### src/rtl/map_render_ctrl_if.sv
// Pixel-plot and map-drawer handshake bundle for map_render_ctrl.
// slave is the controller side, master the driver/observer side.
interface map_render_ctrl_if;
    logic       start;
    logic [1:0] map_sel_in;
    logic [7:0] mx;
    logic [6:0] my;
    logic       map_finish;
    logic       map_counter_enable;
    logic [1:0] mapselect;
    logic [7:0] x;
    logic [6:0] y;
    logic [2:0] colour;
    logic       plot;
    logic       busy;
    logic       done;

    modport slave (
        input  start, map_sel_in, mx, my, map_finish,
        output map_counter_enable, mapselect, x, y, colour,
        output plot, busy, done
    );

    modport master (
        output start, map_sel_in, mx, my, map_finish,
        input  map_counter_enable, mapselect, x, y, colour,
        input  plot, busy, done
    );
endinterface

### src/rtl/map_render_ctrl.sv
// Render sequencer: clears the screen one pixel per cycle, then forwards
// map tile pixels until the drawer flags its last tile.
module map_render_ctrl #(
    parameter int       SCREEN_W    = 160,
    parameter int       SCREEN_H    = 120,
    parameter bit [2:0] BG_COLOUR   = 3'b000,
    parameter bit [2:0] WALL_COLOUR = 3'b110
) (
    input logic             clk,
    input logic             reset,
    map_render_ctrl_if.slave bus
);
    typedef enum logic [1:0] {
        IDLE  = 2'd0,
        CLEAR = 2'd1,
        MAP   = 2'd2,
        DONE  = 2'd3
    } state_t;

    localparam logic [7:0] CX_LAST = 8'(SCREEN_W - 1);
    localparam logic [6:0] CY_LAST = 7'(SCREEN_H - 1);

    state_t     r_state;
    logic [7:0] r_cx;
    logic [6:0] r_cy;
    logic [1:0] r_mapsel;
    logic [7:0] r_x;
    logic [6:0] r_y;
    logic [2:0] r_colour;
    logic       r_plot;
    logic       r_done;
    logic       w_busy;
    logic       w_map_en;

    assign w_busy   = (r_state == CLEAR) || (r_state == MAP);
    assign w_map_en = (r_state == MAP);

    always_ff @(posedge clk) begin
        if (reset) begin
            r_state  <= IDLE;
            r_cx     <= '0;
            r_cy     <= '0;
            r_mapsel <= '0;
            r_x      <= '0;
            r_y      <= '0;
            r_colour <= '0;
            r_plot   <= 1'b0;
            r_done   <= 1'b0;
        end else begin
            r_plot <= 1'b0;
            r_done <= 1'b0;
            unique case (r_state)
                IDLE: begin
                    if (bus.start) begin
                        r_mapsel <= bus.map_sel_in;
                        r_cx     <= '0;
                        r_cy     <= '0;
                        r_state  <= CLEAR;
                    end
                end
                CLEAR: begin
                    r_x      <= r_cx;
                    r_y      <= r_cy;
                    r_colour <= BG_COLOUR;
                    r_plot   <= 1'b1;
                    if (r_cx == CX_LAST) begin
                        r_cx <= '0;
                        if (r_cy == CY_LAST) begin
                            r_cy    <= '0;
                            r_state <= MAP;
                        end else begin
                            r_cy <= r_cy + 7'd1;
                        end
                    end else begin
                        r_cx <= r_cx + 8'd1;
                    end
                end
                MAP: begin
                    // The finishing tile is still plotted before leaving MAP
                    r_x      <= bus.mx;
                    r_y      <= bus.my;
                    r_colour <= WALL_COLOUR;
                    r_plot   <= 1'b1;
                    if (bus.map_finish) begin
                        r_state <= DONE;
                    end
                end
                DONE: begin
                    r_done  <= 1'b1;
                    r_state <= IDLE;
                end
                default: r_state <= IDLE;
            endcase
        end
    end

    assign bus.map_counter_enable = w_map_en;
    assign bus.mapselect          = r_mapsel;
    assign bus.x                  = r_x;
    assign bus.y                  = r_y;
    assign bus.colour             = r_colour;
    assign bus.plot               = r_plot;
    assign bus.busy               = w_busy;
    assign bus.done               = r_done;
endmodule

### src/flat_wrapper.sv
// flat-port wrapper written by rule: the top's interface ports become plain ports
module map_render_ctrl_flat 
#(
    parameter int       SCREEN_W    = 160,
    parameter int       SCREEN_H    = 120,
    parameter bit [2:0] BG_COLOUR   = 3'b000,
    parameter bit [2:0] WALL_COLOUR = 3'b110
)
  (clk, reset, bus_start, bus_map_sel_in, bus_mx, bus_my, bus_map_finish, bus_map_counter_enable, bus_mapselect, bus_x, bus_y, bus_colour, bus_plot, bus_busy, bus_done);
  map_render_ctrl_if bus_i ();
  input logic clk;
  input logic reset;
  input wire logic [$bits(bus_i.start)-1:0] bus_start;
  input wire logic [$bits(bus_i.map_sel_in)-1:0] bus_map_sel_in;
  input wire logic [$bits(bus_i.mx)-1:0] bus_mx;
  input wire logic [$bits(bus_i.my)-1:0] bus_my;
  input wire logic [$bits(bus_i.map_finish)-1:0] bus_map_finish;
  output wire logic [$bits(bus_i.map_counter_enable)-1:0] bus_map_counter_enable;
  output wire logic [$bits(bus_i.mapselect)-1:0] bus_mapselect;
  output wire logic [$bits(bus_i.x)-1:0] bus_x;
  output wire logic [$bits(bus_i.y)-1:0] bus_y;
  output wire logic [$bits(bus_i.colour)-1:0] bus_colour;
  output wire logic [$bits(bus_i.plot)-1:0] bus_plot;
  output wire logic [$bits(bus_i.busy)-1:0] bus_busy;
  output wire logic [$bits(bus_i.done)-1:0] bus_done;
  assign bus_i.start = bus_start;
  assign bus_i.map_sel_in = bus_map_sel_in;
  assign bus_i.mx = bus_mx;
  assign bus_i.my = bus_my;
  assign bus_i.map_finish = bus_map_finish;
  assign bus_map_counter_enable = bus_i.map_counter_enable;
  assign bus_mapselect = bus_i.mapselect;
  assign bus_x = bus_i.x;
  assign bus_y = bus_i.y;
  assign bus_colour = bus_i.colour;
  assign bus_plot = bus_i.plot;
  assign bus_busy = bus_i.busy;
  assign bus_done = bus_i.done;
  map_render_ctrl #(.SCREEN_W(SCREEN_W), .SCREEN_H(SCREEN_H), .BG_COLOUR(BG_COLOUR), .WALL_COLOUR(WALL_COLOUR)) u_core (.clk(clk), .reset(reset), .bus(bus_i));
endmodule
### config.mk
export PLATFORM = sky130hd
export DESIGN_NAME = map_render_ctrl_flat
export DESIGN_NICKNAME = d
export VERILOG_FILES = /design/src/rtl/map_render_ctrl_if.sv /design/src/rtl/map_render_ctrl.sv /design/src/flat_wrapper.sv
export SDC_FILE = /design/constraint.sdc
export NUM_CORES = 1
export LEC_CHECK = 0
export BUFFER_PORTS_ARGS = -buffer_cell sky130_fd_sc_hd__buf_2
export CAP_MARGIN = 20
export CORE_ASPECT_RATIO = 0.75
export CORE_MARGIN = 8
export CORE_UTILIZATION = 56
export DETAILED_ROUTE_END_ITERATION = 8
export PLACE_DENSITY_LB_ADDON = 0.2
export SLEW_MARGIN = 10
export SYNTH_ARGS = -nofsm -noshare
export SYNTH_HDL_FRONTEND = slang
export SYNTH_SLANG_ARGS = --single-unit
### constraint.sdc
create_clock -name clk -period 3.9 [get_ports clk]
set_clock_uncertainty 0.15 [all_clocks]
set_input_delay 0.195 -clock clk [delete_from_list [all_inputs] [get_ports clk]]
set_output_delay 0.195 -clock clk [all_outputs]
set_load 0.1 [all_outputs]
== Yosys cells after proc, flatten, opt, wreduce, memory -nomap -nowiden ==
Cells that the tools add are included.

* Bits in registers: 39
* Bits in latches: 0
* Bits in writable memories: 0
* Bits in read-only memories: 0
* Input bits: 21
* Output and inout bits: 24
* Logic and storage cells: 46
* Memories kept: 0

* Add/sub/neg operators: 2
* Multiply operators: 0
* Divide/modulo/power cells: 0
* $lt $le $gt $ge: 0
* Equality and inequality tests: 9
* Shift-type cells: 0
* Mux-type cells: 17
* Bitwise logic cells: 0
* Reductions and logical operators: 9

{| class="wikitable"
|+ Operators with widths
! kind !! number
|-
| 8-bit one-hot mux with 2 select lines || 2
|-
| 7-bit one-hot mux with 2 select lines || 2
|-
| 7-bit 2-to-1 mux || 3
|-
| 8-bit 2-to-1 mux || 2
|-
| 8-bit by 1-bit adder with 8-bit output (second input constant) || 1
|-
| 8-bit == test (second input constant) || 1
|-
| 2-bit 2-to-1 mux || 4
|-
| 2-bit != test (second input constant) || 4
|-
| 2-bit one-hot mux with 4 select lines || 1
|-
| 7-bit by 1-bit adder with 7-bit output (second input constant) || 1
|-
| 7-bit == test (second input constant) || 1
|-
| 3-bit one-hot mux with 2 select lines || 1
|-
| 2-bit == test (second input constant) || 2
|-
| 2-bit AND reduction || 2
|-
| 4-bit AND reduction || 1
|-
| 2-bit nonzero test || 2
|-
| 3-bit AND reduction || 1
|-
| 2-bit by 1-bit == test with 1-bit output (second input constant) || 1
|-
| 2-bit zero test || 1
|-
| 1-bit 2-to-1 mux || 2
|-
| 2-bit OR reduction || 1
|-
| 1-bit logical OR || 1
|}

== Depth between registers and ports, before layout ==
Gate-level depths: netlist of run 1.

* Depth in word-level cells: 4
* Mapped depth: 7
* Depth with buffers taken out: 6

== Least setup slack after synthesis of run 1 ==
No wires, ideal clock.

* Path kind: reg2reg
* Start point: register u_core.r_state[0]
* End point: register u_core.r_state[1]
* Library setup time: 121 ps
* Data arrival time: 2289 ps
* Data required time: 3629 ps
* Path slack: 1340 ps
* Cell stages (with the launch flop): 7
* Path buffers: 1
* Clock period less this slack: 2560 ps
* Path through: dfxtp_1 -> inv_1 -> ha_1 -> clkbuf_1 -> a21boi_0 -> nand3_1 -> mux2_2

* Cells in the longest elaborated chain, start to end: 3
* Elaborated cells between the ends (all ways): 10
* Those cells by class: eq/ne (7); mux (1); reduce/logical (2)

{| class="wikitable"
|+ RTL lines
! element !! line !! source
|-
| from (decl) || map_render_ctrl.sv:23 || <nowiki>state_t r_state;</nowiki>
|-
| from (signal assigned) || map_render_ctrl.sv:40 || <nowiki>r_state <= IDLE;</nowiki>
|-
| from (signal assigned) || map_render_ctrl.sv:58 || <nowiki>r_state <= CLEAR;</nowiki>
|-
| from (signal assigned) || map_render_ctrl.sv:70 || <nowiki>r_state <= MAP;</nowiki>
|-
| 2-bit == test * || - ||
|-
| net bus_map_counter_enable || flat_wrapper.sv:18 || <nowiki>output wire logic [$bits(bus_i.map_counter_enable)-1:0] bus_map_counter_enable;</nowiki>
|-
| 2-bit != test (no line) || - ||
|-
| 4-bit AND reduction (no line) || - ||
|}

Mark *: on every way through the listed nets, which the timed path passes. The rest lies on a longest branch.
A chain may end at the register's enable or synchronous reset.

== Worst setup path in the final report of run 1 ==
* Start point: register u_core.r_state[0]
* End point: output bus_map_counter_enable

* Cells in the longest elaborated chain, start to end: 1

{| class="wikitable"
|+ RTL lines
! element !! line !! source
|-
| 2-bit == test || map_render_ctrl.sv:36 || <nowiki>assign w_map_en = (r_state == MAP);</nowiki>
|-
| to (decl) || flat_wrapper.sv:18 ||
|}

No other way between the ends.

==> key figures, run 1 <==
Finish
  • Non-filler instance count after layout: 276
  • Most frequent cells in the layout: buf_2, dfxtp_1, nor2_1
  • Final net count: 264
  • Most common cell after layout, fill and taps aside: buf_2
  • # diodes: 0
  • Layout cells sized above 1: between 20% and 30%
  • P&R area growth vs syn: 16.33%

Critical path
  • Required time worst endpoint: 3.56 ns
  • Reg2Reg Depth: 5
  • Crit. Startpoint: u_core.r_state[0]
  • Critical Path AT: 2.13 ns
  • Worst-path fanout max: 19
  • Worst setup path endpoint: bus_map_counter_enable
  • Worst r2r src: u_core.r_state[0]
  • WS Path Type: flip-flop to output port
  • Worst setup EP type: output port
  • Critical Path Source Type: flip-flop
  • Worst r2r dst: u_core.r_state[1]
  • Register-to-Register Setup Slack: about 1.6 ns

Global routing
  • Total Routing Usage GR: 16.47%
  • First-pass GRT wire length: around 6800 um
  • Grt ovf: 0
  • Vias in the first global route: around 1400
  • Largest net degree at the start of global routing: 37
  • Initial antenna violation count: 0

Clock network
  • CTS buffer count: 5
  • Clock tree sinks: 37
  • Post_cts resized: 0
  • Clock transition at the registers of the reported paths: 0.07 ns
  • CTS tree: done
  • Setup bufs post-CTS: 0
  • CTS H-tree depth: 2
  • Skew-Pair Late Insertion Delay: 0.29 ns
  • Root Driver: clkbuf_8
  • Max Root-Sink Buffers: 2

STA
  • Fin. max-slew vios: 0
  • Final worst slack: 1.427 ns
  • Slew Limit Headroom: 35.55%
  • Hold Vio Cnt, Final: 0
  • Final Critical Period: 2.473 ns
  • Fmax: 404.4 MHz
  • Slew @ Worst Pin: 0.9667 ns
  • RSZ-0062 raised after global routing: no
  • Final count of negative-setup-slack endpoints: 0
  • Tcrit/Tclk final: 63.40%
  • Sum Neg Setup Slack: 0 ns

Placement
  • Post-Place Worst Slack: 1.576 ns
  • Dpl cells: 268
  • Final HPWL DP: between 3000 and 4000 um
  • Final RePlAce weighted congestion: 0.8256
  • IO Port Bufs: 43

Route
  • Final ANT Viol Nets: 0
  • Vias per inst: ~5.7
  • Via count: 1565
  • Initial DRC count: 130
  • Avg WL per Cell: 15.88 um
  • Residual DRC: 0
  • Drt first pass iters: 4
  • Drt total wl: 4383 um

Floorplanning
  • Die area: 5393 um2
  • Horiz. Die Dim: 82.18 um
  • Vert. Die Dim: 65.63 um
  • Starting Density: 57.11%
  • Core area: between 3000 and 4000 um2
  • # rows: 18
  • Io pins: 45

Yosys
  • Synth Area per Inst: 9.336 um2
  • Synth unique cells: 45
  • Post-synthesis cell area: roughly 1800 um2
  • Register bit total from synthesis: 37
  • Share of flip-flops with an asynchronous set or reset: 0%
  • Sequential element share of the synthesized area: slightly above 40%
  • Post-synth EDFFs: 0
  • Post-synthesis net count: approximately 230
  • Mapped Cells: 197
  • Prevailing post-synth register cell: dfxtp_1
  • Ys Warns: 0

Pwr
  • Lkg Pwr: 0.8468 nW
  • Maximum vdd ir drop: about 800 uV
  • Final Power: 2.042 mW
  • Power per cell area: about 950 nW/um2

Outcome
  • Run status: complete, no violations

Flow run
  • MaxCap Viol Count: 0

Min path
  • Worst min path class: primary input to flip-flop
## cell families (layout without fill, tap and decap cells)
kind of cell / Yosys count / after routing / synth area share [%]
buffers and inverters: 19 / 58 / 5.918
multiplexers: 19 / 19 / 10.48
adder cells (fa/ha/maj): 7 / 7 / 4.762
flip-flops: 37 / 37 / 40.27
XOR/XNOR: 5 / 5 / 2.381
AO/OA/AOI/OAI: 40 / 40 / 17.21
other: 1 / 1 / 0.2039
AND/OR/NAND/NOR: 69 / 69 / 18.78
## layer usage
metal  routed length, um  share of wire (%)  global-route usage [%]
met1                2056                 47                   22.26
met2                1865                 43                   23.21
met3                 389                8.9                   4.360
met4                  71                1.6                   8.734
met5                   0                  0                       0
## cell usage after synthesis (3+ instances only)
cell	n	share of area (%)
nor2_1	22	4.5
nand4_1	4	1.4
o211ai_1	3	1.2
o21ai_0	3	0.82
a21oi_1	6	1.6
a32o_1	4	2.2
mux2i_1	17	9.3
ha_1	7	4.8
nand3_1	8	2.2
inv_1	6	1.2
clkbuf_1	5	1.0
nor3_1	8	2.2
a211oi_1	15	6.1
xor2_1	4	1.9
nand2_1	11	2.2
dfxtp_1	37	40
## worst min-delay path by stage
| stage | slack (ns) | startpoint | depth (start not counted) | end |
|---|---|---|---|---|
| after detailed placement | 0.30 | u_core.bus.mapselect[1] | 2 | u_core.bus.mapselect[1] |
| after global placement | 0.29 | u_core.bus.mapselect[1] | 2 | u_core.bus.mapselect[1] |
| final | 0.02 | bus_map_sel_in[0] | 3 | u_core.bus.mapselect[0] |
| after CTS | 0.007 | bus_map_sel_in[0] | 3 | u_core.bus.mapselect[0] |
| after global routing | 0.03 | bus_map_sel_in[0] | 3 | u_core.bus.mapselect[0] |
| after floorplan | 0.19 | bus_map_sel_in[0] | 2 | u_core.bus.mapselect[0] |
## through the flow
| stage | hold WS, ns | utilization, % | area [um2] |
|---|---|---|---|
| global route | 0.03402 | 66.43 | 2140 |
| finish | 0.02159 | 66.43 | 2140 |
| detailed placement | 0.2971 | 62.90 | 2026 |
| global placement | 0.2915 | 62.90 | 2026 |
| floorplan | 0.1898 | - | 1839 |
| CTS | 0.007409 | 66.43 | 2140 |
## timing repair
action | 4_1_cts | 5_1_grt
setup endpoints to repair | 0 | 0
hold buffers | 1 | 0
hold endpoints to repair | 1 | 0
## flip-flops by register name (all words and copies together), names as in the netlist
signal	cells
u_core.bus.x	8
u_core.bus.colour	1
u_core.r_cy	7
u_core.bus.mapselect	2
u_core.bus.y	7
u_core.r_cx	8
u_core.r_state	2
u_core.bus.plot	1
u_core.bus.done	1
## where the power goes
group          internal (mW)  switching (mW)  total (mW)  leakage (nW)
clock network          0.186           0.133       0.319        0.0540
logic                  0.292           0.932        1.22         0.491
registers              0.456          0.0434       0.499         0.302
## worst max-delay path, cell delays in order (launching register included)
cell	delay [ns]
dfxtp_1	0.34
inv_1	0.11
ha_1	0.81
buf_2	0.57
## area by class of cell
cell class / instances / area [um2]
clock buffer: 5 / 68.82
clock inverter: 2 / 35.03
fill: 287 / 1081
inverter: 6 / 22.52
multi-input combinational: 141 / 989.7
sequential: 37 / 740.7
tap: 40 / 50.05
timing repair buffer: 45 / 232.7
No activity file was read; power rests on OpenSTA's default activity.
==> run 2, diff against run 1 <==
- CORE_UTILIZATION: 56 -> 52
- clock period: 3.9 -> 2.3 ns (I/O delays scaled with it)
==> key figures, run 2 (synthesized netlist as in run 1, its figures left out) <==
STA
  • Hold WS: 0.01337 ns
  • Slew Limit Headroom: 64.51%
  • Final Critical Period: 2.026 ns
  • Tcrit/Tclk final: 88.08%
  • Sum Neg Setup Slack: 0 ns
  • Slew @ Worst Pin: 0.5220 ns
  • Final count of negative-setup-slack endpoints: 0
  • RSZ-0062 raised after global routing: no
  • Fmax: 493.6 MHz
  • Final worst slack: 0.2742 ns
  • Fin. max-slew vios: 0
  • Hold Vio Cnt, Final: 0

Critical path
  • Critical Path Source Type: flip-flop
  • Worst-path fanout max: 10
  • Worst r2r dst: u_core.r_cx[6]
  • Worst setup EP type: flip-flop
  • Slowest Stage Delay on Critical Path: ~0.53 ns
  • WS Path Type: flip-flop to flip-flop
  • Required time worst endpoint: ~2.4 ns
  • Slowest cell on crit path: mux2i_2
  • Worst r2r src: u_core.r_state[0]
  • Register-to-Register Setup Slack: 0.27 ns
  • Reg2Reg Depth: 5
  • Critical Path AT: 2.08 ns
  • Critical path cell sequence: inv_1, ha_1, mux2i_2, nor2_1, nor3_1

Finish
  • P&R area growth vs syn: 22.99%
  • Most common cell after layout, fill and taps aside: buf_2
  • Most frequent cells in the layout: buf_2, dfxtp_1, nor2_1
  • # diodes: 0
  • Non-filler instance count after layout: 288
  • Layout cells sized above 1: 27.42%
  • Final net count: 275

Placement
  • Post-Place Worst Slack: 0.1256 ns
  • Final HPWL DP: 3240 um
  • Dpl cells: 276
  • IO Port Bufs: between 40 and 50
  • Final RePlAce weighted congestion: between 0.8 and 0.9

Global routing
  • Grt ovf: 0
  • Total Routing Usage GR: 16.44%
  • First-pass GRT wire length: about 7600 um
  • Vias in the first global route: 1571
  • Initial antenna violation count: 0
  • Largest net degree at the start of global routing: 33

Route
  • Drt first pass iters: 4
  • Avg WL per Cell: 15.48 um
  • Initial DRC count: 165
  • Via count: 1649
  • Drt total wl: approximately 4500 um
  • Residual DRC: 0
  • Vias per inst: 5.726
  • Final ANT Viol Nets: 0

Min path
  • Worst hold path depth: 3
  • Worst min path class: primary input to flip-flop
  • Hold Path Origin: bus_my[1]
  • Hold Path End: u_core.bus.y[1]

Floorplanning
  • Vert. Die Dim: just under 70 um
  • # rows: 18
  • Starting Density: between 50% and 60%
  • Core area: 3333 um2
  • Io pins: 45
  • Die area: roughly 5700 um2
  • Horiz. Die Dim: 84.68 um

Clock network
  • Clock tree sinks: 37
  • Max Root-Sink Buffers: 2
  • CTS H-tree depth: 2
  • Setup bufs post-CTS: 0
  • Skew-Pair Late Insertion Delay: 0.29 ns
  • CTS buffer count: 5
  • Clock transition at the registers of the reported paths: 0.08 ns
  • Root Driver: clkbuf_8
  • CTS tree: done

Pwr
  • Power per cell area: between 1500 and 2000 nW/um2
  • Maximum vdd ir drop: roughly 1300 uV
  • Lkg Pwr: 0.8955 nW

Outcome
  • Run status: complete, no violations

Flow run
  • MaxCap Viol Count: 0
run 2: what timing repair did:
item                                   in CTS  in global routing
gates resized for setup                     0                  1
hold buffers                                4                  0
setup endpoints to repair                   0                  9
endpoints found under the hold margin       2                  0
run 2: per-stage QoR:
| step | instance area [um2] | util, % | total power, mW |
|---|---|---|---|
| finish | 2262 | 67.87 | 3.620 |
| global route | 2262 | 67.87 | 3.828 |
| CTS | 2258 | 67.76 | 3.631 |
| detailed placement | 2103 | 63.10 | 3.041 |
| global placement | 2103 | 63.10 | 3.017 |
| floorplan | 1842 | - | 2.637 |
run 2: layout make-up:
type                       count  area, um2
tap                           40      50.05
fill                         268       1071
timing repair buffer          56      337.8
sequential                    37      740.7
inverter                       6      22.52
multi-input combinational    141      996.0
clock inverter                 3      46.29
clock buffer                   5      68.82
run 2: per-layer routing:
| metal | share of wire [%] | GRT usage [%] |
|---|---|---|
| met1 | 48 | 21.16 |
| met2 | 42 | 24.95 |
| met3 | 8.8 | 6.061 |
| met4 | 0.99 | 5.740 |
| met5 | 0 | 0 |
run 2: power breakdown:
part           switching, mW  internal, mW
sequential            0.0722         0.773
clock                  0.243         0.324
combinational           1.60         0.605
run 2: worst max-delay path by stage:
stage                            startpoint                 to  slack (ns)  cells after the start
after global routing      u_core.r_state[0]     u_core.r_cx[6]        0.08                      5
after CTS                 u_core.r_state[0]     u_core.r_cx[6]        0.08                      5
after detailed placement  u_core.r_state[0]     u_core.r_cx[6]        0.13                      5
final                     u_core.r_state[0]     u_core.r_cx[6]        0.27                      5
after global placement    u_core.r_state[0]     u_core.r_cy[3]        0.20                      5
after floorplan           u_core.r_state[0]  u_core.r_state[1]        0.03                      6
run 2: worst max-delay path, delay by kind of cell (launching register included):
family	cells	cell delay, ns
AND/OR/NAND/NOR	2	0.48
adder cells (fa/ha/maj)	1	0.31
buffers and inverters	1	0.13
flip-flops	1	0.35
multiplexers	1	0.53
==> run 3, diff against run 2 <==
- BUFFER_PORTS_ARGS: -buffer_cell sky130_fd_sc_hd__buf_2 -> -buffer_cell sky130_fd_sc_hd__clkbuf_2
==> key figures, run 3 (synthesized netlist as in run 1, its figures left out) <==
STA
  • Fin. max-slew vios: 0
  • Tcrit/Tclk final: ~88%
  • Slew Limit Headroom: 62.90%
  • Sum Neg Setup Slack: 0 ns
  • Final count of negative-setup-slack endpoints: 0
  • Final worst slack: 0.2778 ns
  • RSZ-0062 raised after global routing: no
  • Final Critical Period: 2.022 ns
  • Slew @ Worst Pin: 0.5589 ns
  • Fmax: around 490 MHz
  • Hold Vio Cnt, Final: 0

Critical path
  • Reg2Reg Depth: 5
  • Worst r2r dst: u_core.r_cy[3]
  • Critical Path AT: 2.06 ns
  • Register-to-Register Setup Slack: 0.28 ns
  • Worst setup EP type: flip-flop
  • Slowest cell on crit path: mux2i_2
  • Critical Path Source Type: flip-flop
  • Slowest Stage Delay on Critical Path: 0.53 ns
  • Crit. Startpoint: u_core.r_state[0]
  • Worst r2r src: u_core.r_state[0]
  • Worst setup path endpoint: u_core.r_cy[3]
  • WS Path Type: flip-flop to flip-flop
  • Critical path cell sequence: inv_1, ha_1, mux2i_2, nor3_1, a32o_1
  • Required time worst endpoint: 2.34 ns
  • Worst-path fanout max: 10

Route
  • Drt total wl: around 4400 um
  • Residual DRC: 0
  • Drt first pass iters: 4
  • Final ANT Viol Nets: 0
  • Via count: approximately 1700
  • Vias per inst: 5.600
  • Initial DRC count: 128
  • Avg WL per Cell: 14.87 um

Global routing
  • Initial antenna violation count: 0
  • Total Routing Usage GR: 17.01%
  • Grt ovf: 0
  • First-pass GRT wire length: 7859 um
  • Vias in the first global route: 1604
  • Largest net degree at the start of global routing: 32

Finish
  • Design Area, Final: 2332 um2
  • Fillers: 280
  • Most frequent cells in the layout: clkbuf_2, dfxtp_1, nor2_1
  • Non-filler instance count after layout: 295
  • Area of the multi-input gates: 996.0 um2
  • # diodes: 0
  • Final net count: 282
  • P&R area growth vs syn: 26.80%
  • Most common cell after layout, fill and taps aside: clkbuf_2
  • Sequential cell area: 740.7 um2
  • Layout cells sized above 1: 26.67%

Flow run
  • MaxCap Viol Count: 0

Clock network
  • Skew-Pair Late Insertion Delay: 0.29 ns
  • Max Root-Sink Buffers: 2
  • Setup bufs post-CTS: 0
  • Root Driver: clkbuf_8
  • Clock transition at the registers of the reported paths: 0.08 ns
  • CTS tree: done
  • CTS buffer count: 5
  • CTS H-tree depth: 2
  • Clock tree sinks: 37

Pwr
  • Power share of the combinational group: between 60% and 70%
  • Int Pwr: 1.710 mW
  • Final Power: 3.627 mW
  • Maximum vdd ir drop: 1394 uV
  • Flop pwr share: 23.3%
  • Power per cell area: roughly 1600 nW/um2
  • Clk pwr share: 15.8%
  • Lkg Pwr: 0.9141 nW
  • P_sw: 1.917 mW
  • Sw frac: 52.85%

Placement
  • IO Port Bufs: 43
  • Final HPWL DP: 3168 um
  • Final RePlAce weighted congestion: 0.8756
  • Dpl cells: 276
  • Post-Place Worst Slack: 0.1332 ns
  • Post-DP Area: around 2100 um2

Min path
  • Worst min path class: primary input to flip-flop
  • Hold Path Origin: bus_my[4]

Outcome
  • Run status: complete, no violations

Floorplanning
  • Horiz. Die Dim: 84.68 um
  • Core area: between 3000 and 4000 um2
  • # rows: 18
  • Vert. Die Dim: approximately 68 um
  • Io pins: 45
  • Starting Density: 55.18%
  • Die area: 5716 um2
-- run 3: changes by cell type in the layout (fill, tap and decap cells not counted) --
cell | previous run | this run
buf_2 | 42 | 0
clkbuf_2 | 0 | 42
dlygate4sd3_1 | 4 | 11
-- run 3: critical path, delay by kind of cell, from the launching register on --
kind	cells	cell delay [ns]
compound gates	1	0.26
fa+ha+maj	1	0.30
mux	1	0.53
buf+inv	1	0.12
flops	1	0.35
simple gates	1	0.21
-- run 3: how the worst min path moves through the flow --
| stage | to | slack, ns | cells after the start |
|---|---|---|---|
| 6_report | u_core.bus.y[4] | 0.003 | 3 |
| 5_1_grt | u_core.bus.x[2] | 0.006 | 3 |
| 4_1_cts | u_core.bus.x[6] | 0.002 | 3 |
| 3_5_place_dp | u_core.bus.mapselect[1] | 0.21 | 3 |
| 3_3_place_gp | u_core.bus.mapselect[1] | 0.21 | 3 |
| 2_1_floorplan | u_core.bus.mapselect[0] | 0.11 | 2 |
-- run 3: metal layers --
metal,GRT usage [%],part of all wire (%)
met1,22.02,49
met2,25.05,40
met3,7.515,9.3
met4,5.077,0.98
met5,0,0
-- run 3: power groups by stage --
stage	clock (mW)	combinational, mW	sequential (mW)
6_report	0.573	2.21	0.847
2_1_floorplan	0	1.11	1.53
4_1_cts	0.583	2.20	0.846
5_1_grt	0.619	2.37	0.861
3_5_place_dp	0	2.17	0.860
3_3_place_gp	0	2.17	0.855
-- run 3: stage by stage --
stage | hold slack [ns] | util [%]
after global routing | 0.006323 | 69.97
after CTS | 0.002171 | 69.86
after detailed placement | 0.2107 | 63.10
after floorplan | 0.1098 | -
after global placement | 0.2128 | 63.10
final | 0.003139 | 69.97
-- run 3: cell type report --
type / instances / share of cell area [%]
Clock buffer: 5 / 2.951
Clock inverter: 3 / 1.985
Inverter: 6 / 0.9657
Multi-Input combinational cell: 141 / 42.70
Sequential cell: 37 / 31.76
Tap cell: 40 / 2.146
Timing Repair Buffer: 63 / 17.49
-- run 3: what timing repair did --
action / CTS / global route
hold endpoints to repair: 9 / 0
hold buffers: 11 / 0
setup endpoints to repair: 0 / 9
resized for setup: 0 / 1
